`src/rtl/gbc_vram_pkg.sv`:
```
// Shared VRAM definitions for the arbiter, the PPU and the memory-bus decoder.
package gbc_vram_pkg;

  localparam int unsigned VRAM_ADDR_W       = 14;
  localparam logic [7:0]  VRAM_LOCKOUT_DATA = 8'hFF;

  typedef enum logic [1:0] {
    HBLANK   = 2'd0,
    VBLANK   = 2'd1,
    OAM_SCAN = 2'd2,
    TRANSFER = 2'd3
  } ppu_mode_e;

  typedef enum logic [1:0] {
    ARB_IDLE     = 2'd0,
    ARB_CPU_XFER = 2'd1,
    ARB_PPU_XFER = 2'd2
  } arb_state_e;

endpackage

```
`src/rtl/gbc_vram_arbiter.sv`:
```
// CPU/PPU arbiter for the CGB VRAM BRAM with mode-3 CPU lockout.
// The BRAM is expected to share ClkEn so RamDataIn only moves on enabled edges.
module gbc_vram_arbiter
  import gbc_vram_pkg::*;
#(
  parameter int unsigned AddrWidth  = VRAM_ADDR_W,
  parameter int unsigned CountWidth = 16
) (
  input  logic                  Clk,
  input  logic                  Reset,
  input  logic                  ClkEn,
  input  logic                  LcdEnable,
  input  logic [1:0]            PpuMode,
  input  logic                  VramBank,
  input  logic                  CpuAccess,
  input  logic                  CpuWrite,
  input  logic [12:0]           CpuAddress,
  input  logic [7:0]            CpuDataIn,
  output logic [7:0]            CpuDataOut,
  output logic                  CpuAck,
  input  logic                  PpuAccess,
  input  logic [AddrWidth-1:0]  PpuAddress,
  output logic [7:0]            PpuDataOut,
  output logic                  PpuAck,
  output logic                  RamAccess,
  output logic                  RamWrite,
  output logic [AddrWidth-1:0]  RamAddress,
  output logic [7:0]            RamDataOut,
  input  logic [7:0]            RamDataIn,
  output logic [CountWidth-1:0] LockoutCount
);

  arb_state_e            state_q, state_d;
  logic                  cpu_ack_q, ppu_ack_q;
  logic                  cpu_from_ram_q;
  logic                  lock_pend_q;
  logic                  ram_access_q, ram_write_q;
  logic [AddrWidth-1:0]  ram_addr_q;
  logic [7:0]            ram_wdata_q;
  logic [CountWidth-1:0] lock_cnt_q;

  ppu_mode_e             mode;
  logic                  lock_cond;
  logic                  cpu_free, ppu_free;
  logic                  cpu_req, ppu_grant, cpu_grant, cpu_lock;
  logic [AddrWidth-1:0]  cpu_addr;

  assign mode      = ppu_mode_e'(PpuMode);
  assign lock_cond = LcdEnable && (mode == TRANSFER);
  assign cpu_addr  = AddrWidth'({VramBank, CpuAddress});

  // Transfers always finish in one cycle, so a new grant may issue on the
  // completing edge; only the requester being acked is excluded.
  always_comb begin
    cpu_free  = !cpu_ack_q && !lock_pend_q && (state_q != ARB_CPU_XFER);
    ppu_free  = !ppu_ack_q && (state_q != ARB_PPU_XFER);
    cpu_req   = CpuAccess && cpu_free;
    ppu_grant = LcdEnable && PpuAccess && ppu_free;
    cpu_lock  = cpu_req && lock_cond;
    cpu_grant = cpu_req && !lock_cond && !ppu_grant;
    state_d   = ARB_IDLE;
    if (ppu_grant) begin
      state_d = ARB_PPU_XFER;
    end else if (cpu_grant) begin
      state_d = ARB_CPU_XFER;
    end
  end

  always_ff @(posedge Clk or negedge Reset) begin
    if (!Reset) begin
      state_q        <= ARB_IDLE;
      cpu_ack_q      <= 1'b0;
      ppu_ack_q      <= 1'b0;
      cpu_from_ram_q <= 1'b0;
      lock_pend_q    <= 1'b0;
      ram_access_q   <= 1'b0;
      ram_write_q    <= 1'b0;
      ram_addr_q     <= '0;
      ram_wdata_q    <= '0;
      lock_cnt_q     <= '0;
    end else if (ClkEn) begin
      state_q        <= state_d;
      cpu_ack_q      <= (state_q == ARB_CPU_XFER) || lock_pend_q;
      cpu_from_ram_q <= (state_q == ARB_CPU_XFER);
      ppu_ack_q      <= (state_q == ARB_PPU_XFER);
      lock_pend_q    <= cpu_lock;
      ram_access_q   <= ppu_grant || cpu_grant;
      ram_write_q    <= cpu_grant && CpuWrite;
      if (ppu_grant) begin
        ram_addr_q <= PpuAddress;
      end else if (cpu_grant) begin
        ram_addr_q  <= cpu_addr;
        ram_wdata_q <= CpuDataIn;
      end
      if (cpu_lock && (lock_cnt_q != '1)) begin
        lock_cnt_q <= lock_cnt_q + CountWidth'(1);
      end
    end
  end

  // BRAM read data arrives with the Ack, so it is steered rather than re-registered.
  assign CpuDataOut   = !cpu_ack_q ? '0 :
                        (cpu_from_ram_q ? RamDataIn : VRAM_LOCKOUT_DATA);
  assign PpuDataOut   = ppu_ack_q ? RamDataIn : '0;
  assign CpuAck       = cpu_ack_q;
  assign PpuAck       = ppu_ack_q;
  assign RamAccess    = ram_access_q;
  assign RamWrite     = ram_write_q;
  assign RamAddress   = ram_addr_q;
  assign RamDataOut   = ram_wdata_q;
  assign LockoutCount = lock_cnt_q;

endmodule

```
`config.mk`:
```
export PLATFORM = sky130hd
export DESIGN_NAME = gbc_vram_arbiter
export DESIGN_NICKNAME = d
export VERILOG_FILES = /design/src/rtl/gbc_vram_pkg.sv /design/src/rtl/gbc_vram_arbiter.sv
export SDC_FILE = /design/constraint.sdc
export NUM_CORES = 1
export LEC_CHECK = 0
export ABC_AREA = 1
export ABC_CLOCK_PERIOD_IN_PS = 2650
export CAP_MARGIN = 10
export CORE_MARGIN = 3
export CORE_UTILIZATION = 40
export CTS_CLUSTER_DIAMETER = 120
export DETAILED_ROUTE_END_ITERATION = 8
export HOLD_SLACK_MARGIN = 0.06
export PLACE_DENSITY = 0.8
export SLEW_MARGIN = 20
export SYNTH_ARGS = -nofsm -noshare
export SYNTH_HDL_FRONTEND = slang
export SYNTH_SLANG_ARGS = --single-unit
```
`constraint.sdc`:
```
create_clock -name Clk -period 2.65 [get_ports Clk]
set_input_delay 0.6625 -clock Clk [delete_from_list [all_inputs] [get_ports Clk]]
set_output_delay 0.6625 -clock Clk [all_outputs]
set_load 0.05 [all_outputs]
```
==> impl_results.md, run 1 <==
* Run status: finished, final reports clean
* Leak Pwr at 1.97 nW
* Worst skew pair latency at between 0.3 and 0.4 ns
* Crit-path cells: clkdlybuf4s50_1
* Clock power frac at between 15 and 20%
* Post-DP HPWL at roughly 5700 µm
* Commonest non-fill, non-tap cell in the layout: nand2_1
* Fin. max-slew vios at 0
* Seq cells post-synth at 46
* Post-synthesis sequential area ratio at 44.4%
* H-tree depth at 2
* Iter 0 DRT Violations at about 180
* Yosys warning count at 0
* Post-route setup slack at 0.334 ns
* Pwr dens at around 650 mW/mm²
* Routed WL per cell at roughly 13 µm
* Full die area at roughly 0.0075 mm²
* Worst EP arrival at between 1.5 and 2 ns
* Startpoint Class: flip-flop
* Largest net degree at the start of global routing at 28
* Antenna violations before repair at 0
* Slowest stage delay, CP at 0.87 ns
* CP endpoint kind: output port
* Grt ovf at 0
* CTS sink count at between 40 and 50
* Final #Nets at ~530
* Via/cell ratio at a little under 5
* DRC viols at 0
* Fin Clk Skew at 0.00856 ns
* Power share of the sequential group at roughly a third
* CP max-delay cell: clkdlybuf4s50_1
* Most frequent cells in the layout: nand2_1, clkdlybuf4s50_1, dfrtp_1
* First-pass GRT wire length at approximately 12000 µm
* Setup violations, final at 0
* Die H at 86.5 µm
* Max Cap Violations at 0
* Post-synth cell types at 27
* Avg Inst Size Synth at ~7 µm²
* Maximum root-to-sink buffer count at 2
* Fin. Hold Viols at 0
* Main synth FF type: dfrtp_1
* Die width at slightly below 90 µm
* Total CTS buffers at 5
* Switching power at around 1.1 mW
* Asr flop ratio synth at 100%
* Syn Nets at 421
* Hold buffers post-CTS at 0
* Initial core utilization at between 40% and 50%
* Sw Ratio at a little over two fifths
* Overall power at around 2.6 mW
* Period minus WS final at 2.32 ns
* GR Util All Layers at 20.1%
* RSZ-0062 raised after global routing: false
* Core Box Area at slightly above 0.006 mm²
* Min-delay worst type: in2async
* Row count at 28
* Worst-Margin Slew at about 0.61 ns
* Post-CTS Setup Bufs at 0
* Logic gate share of total power at a little under 50%
* Root buf cell: clkbuf_8
* Vias at 2751
* EDFF count, synth at 0
* Setup slack, reg-to-reg at between 0.9 and 1 ns
* Antenna-violating nets left at 0
* Crit path buffers/inverters at 1
* Fraction of layout cells with a size suffix above 1 at 10.4%
* CTS tree: built
* Placed insts at between 500 and 600
* Crit path kind: reg2out
* Setup TNS at 0 ns
* CTS resizes at 0
* Maximum vdd ir drop at between 500 and 600 µV
* Vias in the first global route at 2643
* Fin cells at 555
* RePlAce Congestion at between 0.8 and 0.9
* Post-synthesis cell area at between 0.002 and 0.003 mm²
* Place WS at around 0.26 ns
* Cell family with most CP delay: buffers and inverters
* Io pins at between 100 and 150
* Clock transition at path regs at 0.09 ns
* CP Data Required Time at slightly below 2 ns
* PortBufs at 110
* Final Util at between 60% and 70%
* Achievable frequency at around 430 MHz
* Worst Path Max Fanout at 7
* N_diodes at 0
* Slew margin rel. at between 50% and 60%
* 1st-pass router iterations at 4
* Layout area overhead at 54.7%
* Syn Inst Count at roughly 370
* Total Wirelength at a little over 7000 µm
* Period utilization at between 80 and 90%
* Pint at 1.47 mW
==> registers in the layout (all words and copies together), names as in the netlist <==
register        count
LockoutCount       16
RamAddress         14
RamDataOut          8
state_q             2
CpuAck              1
PpuAck              1
RamAccess           1
RamWrite            1
cpu_from_ram_q      1
lock_pend_q         1
==> power by group through the flow <==
stage / clock network [mW] / registers, mW / logic [mW]
2_1_floorplan: 0 / 1.34 / 0.314
3_3_place_gp: 0 / 0.925 / 1.25
3_5_place_dp: 0 / 0.923 / 1.27
4_1_cts: 0.463 / 0.916 / 1.27
5_1_grt: 0.490 / 0.933 / 1.33
6_report: 0.443 / 0.917 / 1.26
==> path summary, 6_finish.rpt <==
| path | startpoint | to | depth (start not counted) |
|---|---|---|---|
| max | LockoutCount[2]$_DFFE_PN0P_ | LockoutCount[2] | 1 |
| min | Reset | RamAccess$_DFFE_PN0P_ | 1 |
| max reg2reg | LockoutCount[0]$_DFFE_PN0P_ | LockoutCount[14]$_DFFE_PN0P_ | 9 |
| min reg2reg | RamAddress[9]$_DFFE_PN0P_ | RamAddress[9]$_DFFE_PN0P_ | 2 |
| max in group asynchronous | Reset | RamDataOut[6]$_DFFE_PN0P_ | 2 |
| min in group Clk | RamAddress[9]$_DFFE_PN0P_ | RamAddress[9]$_DFFE_PN0P_ | 2 |
==> Yosys cell counts, drive strengths merged, types with 3 or more instances <==
cell    count  area (µm²)
a21oi       3        18.8
o21ai       4        20.0
nand4      15        93.8
inv        26        97.6
dfrtp      46        1150
nor2       40         176
xnor2       4        35.0
nand3      39         205
nand2     171         662
xor2        3        26.3
clkbuf      3        11.3
buf         9        66.3
==> area by class of cell <==
type | count | area [µm²]
repair buffers | 117 | 1310
clock inverters | 3 | 25.0
clock buffers | 5 | 68.8
well taps | 75 | 93.8
flip-flops and latches | 46 | 1150
fillers | 506 | 2080
inverters | 27 | 101
multi-input cells | 282 | 1260
==> cell families (layout without fill, tap and decap cells) <==
group                    count (synthesis)  count (layout)  synth area share (%)
AO/OA/AOI/OAI                            8               8                  1.78
buffers and inverters                   39             152                  6.89
flip-flops                              46              46                  44.4
XOR/XNOR                                 7               7                  2.36
AND/OR/NAND/NOR                        266             266                  44.1
adder cells (fa/ha/maj)                  1               1                 0.482
==> layer usage <==
layer / wire length [µm] / vias to the layer above / global-route usage, %
met2: 3600 / 93 / 34.8
met4: 179 / 0 / 6.94
met1: 3000 / 1265 / 25.1
li1: - / 1377 / -
met5: 0 / - / 0
met3: 425 / 16 / 3.99
==> stage by stage <==
| step | cell area (µm²) | hold slack, ns |
|---|---|---|
| 2_1_floorplan | 2590 | 0.367 |
| 3_3_place_gp | 3920 | 0.455 |
| 3_5_place_dp | 3920 | 0.457 |
| 4_1_cts | 4010 | 0.373 |
| 5_1_grt | 4010 | 0.390 |
| 6_report | 4010 | 0.357 |
(Power assumes the default switching activity.)
==> inputs of run 2 (changes only) <==
Settings changed: MAX_ROUTING_LAYER from default to met4.
==> run 2 against run 1 <==
Net effect:
- sequential share of layout area stayed put
- maximum frequency grew 0.22%
- register-to-register slack barely moved
- die area unchanged
- core utilization unchanged
- routed wire length is 0.21% lower
- via count shrank 0.80%
- setup slack improved by 0.0052 ns
- final cell count is the same
- count of clock-buffer cells in the layout unchanged
- highest routed layer unchanged
==> impl_results.md, run 2 (synthesis gave the netlist of run 1 again) <==
* Io pins at 111
* Final #Nets at ~530
* Routed WL per cell at between 10 and 15 µm
* Initial core utilization at a little over two fifths
* Period utilization at between 80 and 90%
* Vias at between 2000 and 3000
* Worst EP arrival at between 1.5 and 2 ns
* Crit path kind: reg2out
* Setup TNS at 0 ns
* Max Cap Violations at 0
* Worst flop-to-flop path endpoint: LockoutCount[14]$_DFFE_PN0P_
* Worst-Margin Slew at approximately 0.6 ns
* Core Box Area at between 0.006 and 0.007 mm²
* Crit path depth at 1
* Fin cells at roughly 560
* Cell family with most CP delay: buffers and inverters
* Period minus WS final at around 2.3 ns
* Leak Pwr at between 1.5 and 2 nW
* CTS tree: built
* Die H at 86.5 µm
* Crit path buffers/inverters at 1
* CP Data Required Time at a little under 2 ns
* Most frequent cells in the layout: nand2_1, clkdlybuf4s50_1, dfrtp_1
* Full die area at ~0.0075 mm²
* Largest net degree at the start of global routing at 28
* Slew margin rel. at approximately three fifths
* CP endpoint kind: output port
* Antenna-violating nets left at 0
* Total Wirelength at around 7200 µm
* Fraction of layout cells with a size suffix above 1 at around a tenth
* N_diodes at 0
* DRC viols at 0
* Filler cells at between 500 and 600
* Hold buffers post-CTS at 0
* Fin. max-slew vios at 0
* Total CTS buffers at 5
* CP max-delay cell: clkdlybuf4s50_1
* Placed insts at approximately 550
* Fin Clk Skew at 0.00885 ns
* CTS sink count at 46
* Run status: finished, final reports clean
* Final Util at between 60% and 70%
* RePlAce Congestion at about 0.85
* 1st-pass router iterations at 4
* Achievable frequency at 433 MHz
* CTS resizes at 0
* R2R depth at 9
* Via/cell ratio at just under 5
* Min-delay worst type: in2async
* Worst skew pair latency at roughly 0.31 ns
* Layout area overhead at 54.7%
* Setup slack, reg-to-reg at just over 0.9 ns
* Post-DP HPWL at approximately 5700 µm
* RSZ-0062 raised after global routing: false
* Slowest stage delay, CP at 0.86 ns
* Maximum vdd ir drop at about 530 µV
* Commonest non-fill, non-tap cell in the layout: nand2_1
* PortBufs at between 100 and 150
* Die width at approximately 87 µm
* Root buf cell: clkbuf_8
* Iter 0 DRT Violations at approximately 170
* Grt ovf at 0
* Worst r2r src: LockoutCount[0]$_DFFE_PN0P_
* Crit-path cells: clkdlybuf4s50_1
* Post-route setup slack at approximately 0.34 ns
* First-pass GRT wire length at about 12000 µm
* Fin. Hold Viols at 0
* Pwr dens at around 650 mW/mm²
* H-tree depth at 2
* Max reg flops at 16
* Row count at 28
* Place WS at ~0.26 ns
* GR Util All Layers at about a fifth
* Worst Path Max Fanout at 7
* Maximum root-to-sink buffer count at 2
* Post-CTS Setup Bufs at 0
* Startpoint Class: flip-flop
* Setup violations, final at 0
* Clock transition at path regs at ~0.09 ns
* Vias in the first global route at around 2600
* Antenna violations before repair at 0
==> run 2: cell counts in the layout (fill, tap and decap cells not counted) <==
No cell type changed its count.
==> run 2: worst max-delay path by stage <==
| stage | startpoint | end | slack [ns] |
|---|---|---|---|
| global route | LockoutCount[0]$_DFFE_PN0P_ | LockoutCount[0] | 0.27 |
| floorplan | CpuAck$_DFFE_PN0P_ | CpuDataOut[0] | 0.52 |
| global placement | LcdEnable | RamAddress[9]$_DFFE_PN0P_ | 0.34 |
| CTS | LockoutCount[2]$_DFFE_PN0P_ | LockoutCount[2] | 0.33 |
| finish | LockoutCount[2]$_DFFE_PN0P_ | LockoutCount[2] | 0.34 |
| detailed placement | LcdEnable | RamAddress[1]$_DFFE_PN0P_ | 0.26 |
==> run 2: through the flow <==
step / area (µm²) / total power [mW] / hold WS [ns]
4_1_cts: 4010 / 2.65 / 0.373
2_1_floorplan: 2590 / 1.66 / 0.367
3_5_place_dp: 3920 / 2.19 / 0.457
6_report: 4010 / 2.62 / 0.356
5_1_grt: 4010 / 2.75 / 0.390
3_3_place_gp: 3920 / 2.18 / 0.455
==> run 2: power breakdown <==
part           switching, mW  internal (mW)
Clock                  0.253          0.190
Sequential            0.0898          0.827
Combinational          0.806          0.453
==> run 2: per-layer routing <==
metal  global-route usage [%]  up-vias  wire (µm)
li1                         -     1380          -
met4                     6.94        0        187
met5                        -        -          0
met1                     25.3     1238       2990
met3                     3.71       16        458
met2                     34.8       95       3560
==> run 2: worst register-to-register path: stages, from the launching register on <==
cell and delay, ns:
dfrtp_1 0.49, ha_1 0.30, nand3_2 0.14, inv_2 0.09
nand2_2 0.09, nor2_4 0.14, nor2_2 0.05, buf_4 0.19
nand2_1 0.08, nand2_1 0.05
==> run 2: layout make-up <==
cell class,instances,area (µm²),area share [%]
Timing Repair Buffer,117,1310,32.6
Multi-Input combinational cell,282,1260,31.5
Sequential cell,46,1150,28.7
Inverter,27,101,2.52
Tap cell,75,93.8,2.34
Clock buffer,5,68.8,1.71
Clock inverter,3,25.0,0.623
==> inputs of run 3 (changes only) <==
Settings changed: CORE_UTILIZATION 40 to 35, PLACE_DENSITY 0.8 to 0.72.
==> run 3 against run 2 <==
Net effect:
- core utilization is 7.6 points lower
- via count fell by 1.0%
- count of clock-buffer cells in the layout unchanged
- sequential share of layout area down 0.38 points
==> impl_results.md, run 3 (synthesis gave the netlist of run 1 again) <==
* Achievable frequency at 431 MHz
* Antenna-violating nets left at 0
* RSZ-0062 raised after global routing: false
* Pint at between 1.5 and 2 mW
* Max Cap Violations at 0
* Fraction of layout cells with a size suffix above 1 at around a tenth
* CTS tree: built
* Io pins at around 110
* Place WS at 0.300 ns
* Final Util at between 50 and 60%
* DP Area at approximately 0.0040 mm²
* N_diodes at 0
* R2R depth at 9
* Crit path depth at 1
* Worst-Margin Slew at ~0.64 ns
* Post-CTS Setup Bufs at 0
* Filler cells at around 640
* Run status: finished, final reports clean
* Metal3 WL at 393 µm
* Fin cells at 577
* Die H at 92.1 µm
* Routed WL per cell at approximately 13 µm
* Root buf cell: clkbuf_8
* Max Used Layer: met4
* Antenna violations before repair at 0
* Setup slack, reg-to-reg at about 0.9 ns
* GR Util All Layers at 18.6%
* Initial core utilization at a little under two fifths
* Length of routed met2 wiring at about 3700 µm
* Logic gate share of total power at 46.7%
* Overall power at 2.71 mW
* Layout area overhead at 56.8%
* Via/cell ratio at about 4.7
* Full die area at ~0.0085 mm²
* Row count at 30
* Crit path buffers/inverters at 1
* Setup violations, final at 0
* Commonest non-fill, non-tap cell in the layout: nand2_1
* Hold_ws at 0.362 ns
* Placed insts at about 570
* Grt ovf at 0
* Detailed-routing wirelength on met1 at 3310 µm
* Clock power frac at between 10% and 20%
* CTS resizes at 0
* Fin. Hold Viols at 0
* Hold buffers post-CTS at 0
* Vias in the first global route at roughly 2600
* Power share of the sequential group at between 30 and 40%
* Most frequent cells in the layout: nand2_1, clkdlybuf4s50_1, dfrtp_1
* Crit-path cells: clkdlybuf4s50_1
* Maximum root-to-sink buffer count at 2
* CP max-delay cell: clkdlybuf4s50_1
* Switching power at 1.15 mW
* Iter 0 DRT Violations at between 100 and 150
* Total CTS buffers at 5
* Die width at between 90 and 100 µm
* Post-route setup slack at around 0.33 ns
* Pwr dens at about 670 mW/mm²
* CP endpoint kind: output port
* 1st-pass router iterations at 4
* Worst flop-to-flop path endpoint: LockoutCount[4]$_DFFE_PN0P_
* Vias at between 2000 and 3000
* Worst r2r src: LockoutCount[0]$_DFFE_PN0P_
* Fin. max-slew vios at 0
* H-tree depth at 2
* Worst skew pair latency at approximately 0.30 ns
* CP Data Required Time at around 2.0 ns
* First-pass GRT wire length at approximately 12000 µm
* Setup TNS at 0 ns
* Crit path kind: reg2out
* Startpoint Class: flip-flop
* Period utilization at between 80% and 90%
* RePlAce Congestion at about 0.87
* Slew margin rel. at ~57%
* Worst Path Max Fanout at 7
* Clock transition at path regs at 0.09 ns
* Period minus WS final at about 2.3 ns
* CTS sink count at 46
* PortBufs at 110
* Min-delay worst type: in2async
* Total Wirelength at 7540 µm
* Crit. Startpoint: LockoutCount[0]$_DFFE_PN0P_
* DRC viols at 0
* Largest net degree at the start of global routing at 29
* Setup crit end: LockoutCount[0]
* Sw Ratio at between 40% and 50%
* Slowest stage delay, CP at between 0.8 and 0.9 ns
* Max reg flops at 16
* Final #Nets at around 530
* Maximum vdd ir drop at around 400 µV
* Fin area at a little over 0.004 mm²
* Post-DP HPWL at between 5000 and 6000 µm
* Cell family with most CP delay: buffers and inverters
* Core Box Area at approximately 0.0070 mm²
* Leak Pwr at ~2 nW
* Worst EP arrival at between 1.5 and 2 ns
* Fin Clk Skew at around 0.0086 ns
-- run 3: cell count changes in the layout (fill, tap and decap cells not counted), sizes merged --
cell      previous run  this run
buf                 24        25
bufinv               0         1
clkinv               2         1
clkinvlp             1         2
inv                 27        26
-- run 3: layout make-up --
type	instances	area, µm²	area share (%)
clock buffers	5	68.8	1.69
clock inverters	3	45.0	1.11
inverters	27	101	2.49
multi-input cells	282	1260	31.1
flip-flops and latches	46	1150	28.3
well taps	96	120	2.95
repair buffers	118	1320	32.4
-- run 3: routing by layer --
metal | vias to the layer above | track usage (%)
met5 | - | -
met4 | 0 | 5.94
met3 | 12 | 4.02
met2 | 77 | 30.4
met1 | 1233 | 23.1
li1 | 1379 | -
-- run 3: power groups by stage --
stage / Clock (mW) / Sequential (mW) / Combinational [mW]
2_1_floorplan: 0 / 1.34 / 0.314
3_3_place_gp: 0 / 0.925 / 1.26
3_5_place_dp: 0 / 0.924 / 1.28
4_1_cts: 0.542 / 0.915 / 1.28
5_1_grt: 0.569 / 0.932 / 1.33
6_report: 0.532 / 0.915 / 1.27
-- run 3: how the worst min path moves through the flow --
| stage | from | end | slack [ns] |
|---|---|---|---|
| 2_1_floorplan | Reset | CpuAck$_DFFE_PN0P_ | 0.37 |
| 3_5_place_dp | RamAddress[13]$_DFFE_PN0P_ | RamAddress[13]$_DFFE_PN0P_ | 0.46 |
| 3_3_place_gp | RamAddress[5]$_DFFE_PN0P_ | RamAddress[5]$_DFFE_PN0P_ | 0.45 |
| 5_1_grt | Reset | RamAddress[13]$_DFFE_PN0P_ | 0.40 |
| 4_1_cts | Reset | RamAddress[13]$_DFFE_PN0P_ | 0.38 |
| 6_report | Reset | RamAddress[13]$_DFFE_PN0P_ | 0.36 |
